===== config.mk =====
export PLATFORM = sky130hd
export DESIGN_NAME = sdft_bin_mag
export DESIGN_NICKNAME = d
export VERILOG_FILES = /design/src/rtl/sdft_bin_mag.sv
export SDC_FILE = /design/constraint.sdc
export NUM_CORES = 1
export LEC_CHECK = 0
export CAP_MARGIN = 10
export CORE_ASPECT_RATIO = 1.1
export CORE_UTILIZATION = 40
export DETAILED_ROUTE_END_ITERATION = 10
export GPL_ROUTABILITY_DRIVEN = 1
export HOLD_SLACK_MARGIN = 0.1
export PLACE_DENSITY_LB_ADDON = 0.2
export SETUP_SLACK_MARGIN = 0.1
export SYNTH_ARGS = -nofsm -noshare
export SYNTH_HDL_FRONTEND = slang
export SYNTH_SLANG_ARGS = --single-unit

===== constraint.sdc =====
create_clock -name clk -period 18.5 [get_ports clk]
set_input_delay 5.55 -clock clk [delete_from_list [all_inputs] [get_ports clk]]
set_output_delay 5.55 -clock clk [all_outputs]
set_load 0.02 [all_outputs]

===== src/rtl/sdft_bin_mag.sv =====
// sdft_bin_mag: after each SDFT update, scans the first scan_bins bins through a
// synchronous read port and streams scaled, saturated re^2+im^2 per bin with
// bin index and last flag on a valid/ready interface.
module sdft_bin_mag #(
  parameter int data_width = 8,
  parameter int freq_bins  = 16,
  parameter int scan_bins  = 8,
  parameter int mag_shift  = 8,
  parameter int out_width  = 16
) (
  input  logic                           clk,
  input  logic                           reset_n,
  input  logic                           sdft_ready,
  output logic                           busy,
  output logic [$clog2(freq_bins)-1:0]   bin_addr,
  input  logic signed [2*data_width-1:0] bin_real,
  input  logic signed [2*data_width-1:0] bin_imag,
  output logic [out_width-1:0]           mag_data,
  output logic [$clog2(freq_bins)-1:0]   mag_bin,
  output logic                           mag_last,
  output logic                           mag_valid,
  input  logic                           mag_ready,
  output logic                           overrun
);

  localparam int AW = $clog2(freq_bins);
  localparam int CW = 2 * data_width;
  localparam int SW = 4 * data_width + 1;
  localparam int EW = (SW > out_width) ? SW : out_width;
  localparam logic [AW-1:0] LAST_BIN = AW'(scan_bins - 1);

  typedef enum logic [2:0] {IDLE, READ, WAIT, CALC, EMIT} state_t;

  state_t state, state_nxt;

  logic                 sdft_ready_d;
  logic                 trigger;
  logic                 accept;
  logic signed [CW-1:0] re_q, im_q;
  logic signed [2*CW-1:0] re_ext, im_ext;
  logic signed [2*CW-1:0] re_sq, im_sq;
  logic [SW-1:0]        sum;
  logic [EW-1:0]        shifted;
  logic                 too_big;
  logic [out_width-1:0] mag_sat;

  assign trigger   = sdft_ready && !sdft_ready_d;
  assign busy      = (state != IDLE);
  assign mag_valid = (state == EMIT);
  assign accept    = mag_valid && mag_ready;

  // State register
  always_ff @(posedge clk or negedge reset_n) begin
    if (!reset_n) begin
      state <= IDLE;
    end else begin
      state <= state_nxt;
    end
  end

  // Next-state: one bin per READ/WAIT/CALC/EMIT pass, EMIT held until accepted
  always_comb begin
    state_nxt = state;
    unique case (state)
      IDLE:    if (trigger) state_nxt = READ;
      READ:    state_nxt = WAIT;
      WAIT:    state_nxt = CALC;
      CALC:    state_nxt = EMIT;
      EMIT:    if (accept) state_nxt = mag_last ? IDLE : READ;
      default: state_nxt = IDLE;
    endcase
  end

  // Squared magnitude; operands sign-extended first so -2^(CW-1) squares exactly
  always_comb begin
    re_ext  = {{CW{re_q[CW-1]}}, re_q};
    im_ext  = {{CW{im_q[CW-1]}}, im_q};
    re_sq   = re_ext * re_ext;
    im_sq   = im_ext * im_ext;
    sum     = SW'($unsigned(re_sq)) + SW'($unsigned(im_sq));
    shifted = EW'(sum) >> mag_shift;
    too_big = (shifted >> out_width) != '0;
    mag_sat = too_big ? '1 : shifted[out_width-1:0];
  end

  // Edge detect, overrun flag, read address, operand capture and output beat
  always_ff @(posedge clk or negedge reset_n) begin
    if (!reset_n) begin
      sdft_ready_d <= 1'b0;
      overrun      <= 1'b0;
      bin_addr     <= '0;
      re_q         <= '0;
      im_q         <= '0;
      mag_data     <= '0;
      mag_bin      <= '0;
      mag_last     <= 1'b0;
    end else begin
      sdft_ready_d <= sdft_ready;
      overrun      <= trigger && (state != IDLE);
      case (state)
        IDLE: begin
          if (trigger) bin_addr <= '0;
        end
        WAIT: begin
          re_q <= bin_real;
          im_q <= bin_imag;
        end
        CALC: begin
          mag_data <= mag_sat;
          mag_bin  <= bin_addr;
          mag_last <= (bin_addr == LAST_BIN);
        end
        EMIT: begin
          if (accept) begin
            mag_last <= 1'b0;
            if (!mag_last) bin_addr <= bin_addr + AW'(1);
          end
        end
        default: ;
      endcase
    end
  end

endmodule


==> flow_results.xml <==
<?xml version="1.0" encoding="UTF-8"?>
<metrics>
  <group name="worst_setup_path">
    <metric name="timing.critical_path.arrival" unit="ns">10.38</metric>
    <metric name="path_common_cell" unit="">sky130_fd_sc_hd__fa_1</metric>
    <metric name="slowest_stage" unit="">sky130_fd_sc_hd__nor4_4</metric>
    <metric name="critical_path_rt" unit="ns">18.72</metric>
    <metric name="critical-path-max-stage-delay" unit="ns">0.93</metric>
    <metric name="worst-r2r-setup-slack" unit="ns">8.35</metric>
    <metric name="regToRegStartpoint" unit="">re_q[9]$_DFFE_PN0P_</metric>
    <metric name="regToRegEndpoint" unit="">mag_data[14]$_DFFE_PN0P_</metric>
    <metric name="startpoint_type" unit="">flip-flop</metric>
    <metric name="timing.reg2reg.worst_path_depth" unit="">32</metric>
    <metric name="critical_path_class" unit="">flip-flop to flip-flop</metric>
    <metric name="endpoint_kind" unit="">flip-flop</metric>
    <metric name="critical_path_peak_fanout" unit="">19</metric>
  </group>
  <group name="clocking">
    <metric name="cts_hold_buffers" unit="">0</metric>
    <metric name="cts_max_path_buffers" unit="">2</metric>
    <metric name="ctsRootBufferMaster" unit="">sky130_fd_sc_hd__clkbuf_16</metric>
    <metric name="insertion_delay_of_the_later_clocked_pin_in_the_worst_skew_pair" unit="ns">0.39</metric>
    <metric name="cts_tree" unit="">done</metric>
    <metric name="cts_sinks" unit="">62</metric>
    <metric name="cts_made_buffers" unit="">9</metric>
    <metric name="postCtsSetupBuffers" unit="">0</metric>
    <metric name="cts-htree-levels" unit="">3</metric>
    <metric name="cts.reportedPaths.clkPinSlew" unit="ns">0.07</metric>
    <metric name="postCtsResizedCells" unit="">0</metric>
  </group>
  <group name="timing">
    <metric name="final_number_of_hold_violating_endpoints" unit="">0</metric>
    <metric name="worst_slew_margin_rel" unit="%">20.1</metric>
    <metric name="final.min_clock_period" unit="ns">10.15</metric>
    <metric name="grt_setup_unrepaired" unit="">false</metric>
    <metric name="timing_worst_slew_pin_value" unit="ns">1.19</metric>
    <metric name="hold_ws" unit="ns">0.507</metric>
    <metric name="fin_crit_sh" unit="%">54.9</metric>
    <metric name="final-max-slew-violation-count" unit="">0</metric>
    <metric name="skew" unit="ns">0.0181</metric>
    <metric name="setup_viol_count_final" unit="">0</metric>
    <metric name="maxClockFrequency" unit="MHz">98.5</metric>
    <metric name="setup_tns" unit="ns">0</metric>
  </group>
  <group name="grt">
    <metric name="antenna_violations_before_repair" unit="">0</metric>
    <metric name="grt_first_pass_wirelength" unit="µm">85600</metric>
    <metric name="globalRouteOverflowTotal" unit="">0</metric>
    <metric name="track_usage" unit="%">19.8</metric>
    <metric name="pin_count_of_the_biggest_net_entering_global_routing" unit="">63</metric>
    <metric name="first_global_vias" unit="">17245</metric>
  </group>
  <group name="synth">
    <metric name="synth.top_cells.by_area" unit="">sky130_fd_sc_hd__fa_1 (44%), sky130_fd_sc_hd__inv_1 (11%), sky130_fd_sc_hd__ha_1 (11%)</metric>
    <metric name="synthesis.yosys.warnings" unit="">0</metric>
    <metric name="yosys_most_used_dff" unit="">sky130_fd_sc_hd__dfrtp_1</metric>
    <metric name="synthCells" unit="">2403</metric>
    <metric name="async_flop_share" unit="%">100</metric>
    <metric name="synth_top_cell_area_share" unit="%">43.8</metric>
    <metric name="synth_enable_flop_cells" unit="">0</metric>
    <metric name="post-synth-top-area-cell" unit="">sky130_fd_sc_hd__fa_1</metric>
    <metric name="synth.cell_area" unit="µm²">21800</metric>
    <metric name="synth_seq_cells" unit="">62</metric>
    <metric name="ys_seq_area_share" unit="%">7.11</metric>
    <metric name="syn_nets" unit="">3115</metric>
    <metric name="synth_area_per_cell" unit="µm²">9.08</metric>
    <metric name="yosys.cell_types.count" unit="">77</metric>
  </group>
  <group name="floorplan">
    <metric name="row_count" unit="">89</metric>
    <metric name="floorplan.die.width" unit="µm">225</metric>
    <metric name="ioPinCount" unit="">64</metric>
    <metric name="die-height" unit="µm">247</metric>
    <metric name="initial_standard_cell_utilization_of_the_core" unit="%">40.6</metric>
    <metric name="core_region_area" unit="µm²">53800</metric>
    <metric name="dieArea" unit="µm²">55500</metric>
  </group>
  <group name="min_path">
    <metric name="holdCritStartpoint" unit="">mag_bin[3]$_DFFE_PN0P_</metric>
    <metric name="min_delay_worst_endpoint" unit="">mag_bin[3]$_DFFE_PN0P_</metric>
    <metric name="worst_hold_path_type" unit="">flip-flop to flip-flop</metric>
    <metric name="holdPathStages" unit="">1</metric>
  </group>
  <group name="outcome">
    <metric name="run_status" unit="">complete, no violations</metric>
  </group>
  <group name="final_layout">
    <metric name="non_filler_instance_count_after_layout" unit="">3151</metric>
    <metric name="layout-drive-gt1-share" unit="%">3.26</metric>
    <metric name="area_delta_synth_final" unit="%">7.61</metric>
    <metric name="finalCoreUtilization" unit="%">43.7</metric>
    <metric name="final_cell_mix" unit="">sky130_fd_sc_hd__inv_1 (667), sky130_fd_sc_hd__fa_1 (478), sky130_fd_sc_hd__nand2_1 (214)</metric>
    <metric name="final.fill_count" unit="">5348</metric>
    <metric name="antenna_cells_inserted" unit="">0</metric>
    <metric name="nNetsFinal" unit="">3130</metric>
    <metric name="layout.cells.most_common" unit="">sky130_fd_sc_hd__inv_1</metric>
  </group>
  <group name="placed_design">
    <metric name="place_inst" unit="">3135</metric>
    <metric name="hpwl" unit="µm">43100</metric>
    <metric name="globalplace.congestion" unit="">0.921</metric>
    <metric name="port_buffers" unit="">63</metric>
  </group>
  <group name="drt">
    <metric name="vias" unit="">15703</metric>
    <metric name="detail_route.wl_per_cell" unit="µm">16.1</metric>
    <metric name="postRouteAntennaNets" unit="">0</metric>
    <metric name="routed_via_density" unit="">4.98</metric>
    <metric name="drt-initial-drc-count" unit="">875</metric>
    <metric name="post_route_drc_violation_count" unit="">0</metric>
    <metric name="detail_route.wirelength" unit="µm">50800</metric>
    <metric name="first_pass_iters" unit="">5</metric>
  </group>
  <group name="job">
    <metric name="timing.max_cap.violations" unit="">0</metric>
  </group>
</metrics>
worst max-delay path, delay by kind of cell (launching register included):
| kind | cells | cell delay, ns |
|---|---|---|
| compound gates | 11 | 2.66 |
| xor+xnor | 1 | 0.08 |
| fa+ha+maj | 8 | 3.79 |
| buf+inv | 5 | 0.28 |
| flops | 1 | 0.64 |
| simple gates | 7 | 2.55 |
cell families (layout without fill, tap and decap cells):
group	count (synthesis)	in the layout	share of synthesized area, %
AO/OA/AOI/OAI	288	288	8.79
XOR/XNOR	91	91	3.65
adder cells (fa/ha/maj)	676	676	55.2
buffers and inverters	733	753	12.7
flip-flops	62	62	7.11
multiplexers	22	22	1.13
AND/OR/NAND/NOR	531	531	11.4
how the worst max path moves through the flow:
stage                             start  slack (ns)  depth (start not counted)                       end
floorplan           re_q[9]$_DFFE_PN0P_        9.94                         34   mag_data[4]$_DFFE_PN0P_
global placement    re_q[9]$_DFFE_PN0P_        8.65                         32  mag_data[14]$_DFFE_PN0P_
detailed placement  re_q[9]$_DFFE_PN0P_        8.47                         32   mag_data[1]$_DFFE_PN0P_
CTS                 re_q[9]$_DFFE_PN0P_        8.44                         32  mag_data[14]$_DFFE_PN0P_
global route        re_q[6]$_DFFE_PN0P_        7.51                         31  mag_data[14]$_DFFE_PN0P_
finish              re_q[9]$_DFFE_PN0P_        8.35                         32  mag_data[14]$_DFFE_PN0P_
stage by stage:
stage,setup slack (ns),instance area [µm²]
after floorplan,9.94,21800
after global placement,8.65,23100
after detailed placement,8.47,23100
after CTS,8.44,23500
after global routing,7.51,23500
final,8.35,23500
metal layers:
layer,vias up,wire [µm],part of all wire [%],track usage (%)
met3,46,1900,3.7,2.31
li1,7301,-,-,-
met1,8072,21100,42,24.7
met4,0,956,1.9,5.02
met2,284,26800,53,36.1
met5,-,0,0,0
sequential cells by signal, summed over array words and instances (netlist names):
register / cells
im_q: 16
mag_data: 16
re_q: 16
bin_addr: 4
mag_bin: 4
state: 3
mag_last: 1
overrun: 1
sdft_ready_d: 1
synth_stat cells, types with 8 or more instances:
cell type                  number
sky130_fd_sc_hd__a211oi_1      15
sky130_fd_sc_hd__a21o_1        32
sky130_fd_sc_hd__a21oi_1       64
sky130_fd_sc_hd__a21oi_2       12
sky130_fd_sc_hd__a31oi_1       15
sky130_fd_sc_hd__and2_1        76
sky130_fd_sc_hd__and3_1         8
sky130_fd_sc_hd__clkbuf_1      57
sky130_fd_sc_hd__dfrtp_1       62
sky130_fd_sc_hd__fa_1         478
sky130_fd_sc_hd__ha_1         198
sky130_fd_sc_hd__inv_1        667
sky130_fd_sc_hd__mux2_2        21
sky130_fd_sc_hd__nand2_1      214
sky130_fd_sc_hd__nand2b_1      11
sky130_fd_sc_hd__nand3_1       20
sky130_fd_sc_hd__nand4_1       10
sky130_fd_sc_hd__nor2_1       129
sky130_fd_sc_hd__nor2b_1       11
sky130_fd_sc_hd__nor3_1        14
sky130_fd_sc_hd__o211ai_1       8
sky130_fd_sc_hd__o21a_1        14
sky130_fd_sc_hd__o21ai_0       64
sky130_fd_sc_hd__xnor2_1       68
sky130_fd_sc_hd__xor2_1        23
layout make-up:
class / count / area [µm²] / share of cell area, %
clock inverters: 6 / 109 / 0.463
multi-input cells: 1608 / 17500 / 74.5
well taps: 728 / 911 / 3.88
flip-flops and latches: 62 / 1550 / 6.61
inverters: 668 / 2510 / 10.7
repair buffers: 69 / 673 / 2.87
clock buffers: 10 / 229 / 0.975
Power is not shown: default switching activity piles up to over one toggle a cycle in this logic, so the estimate is an artifact.
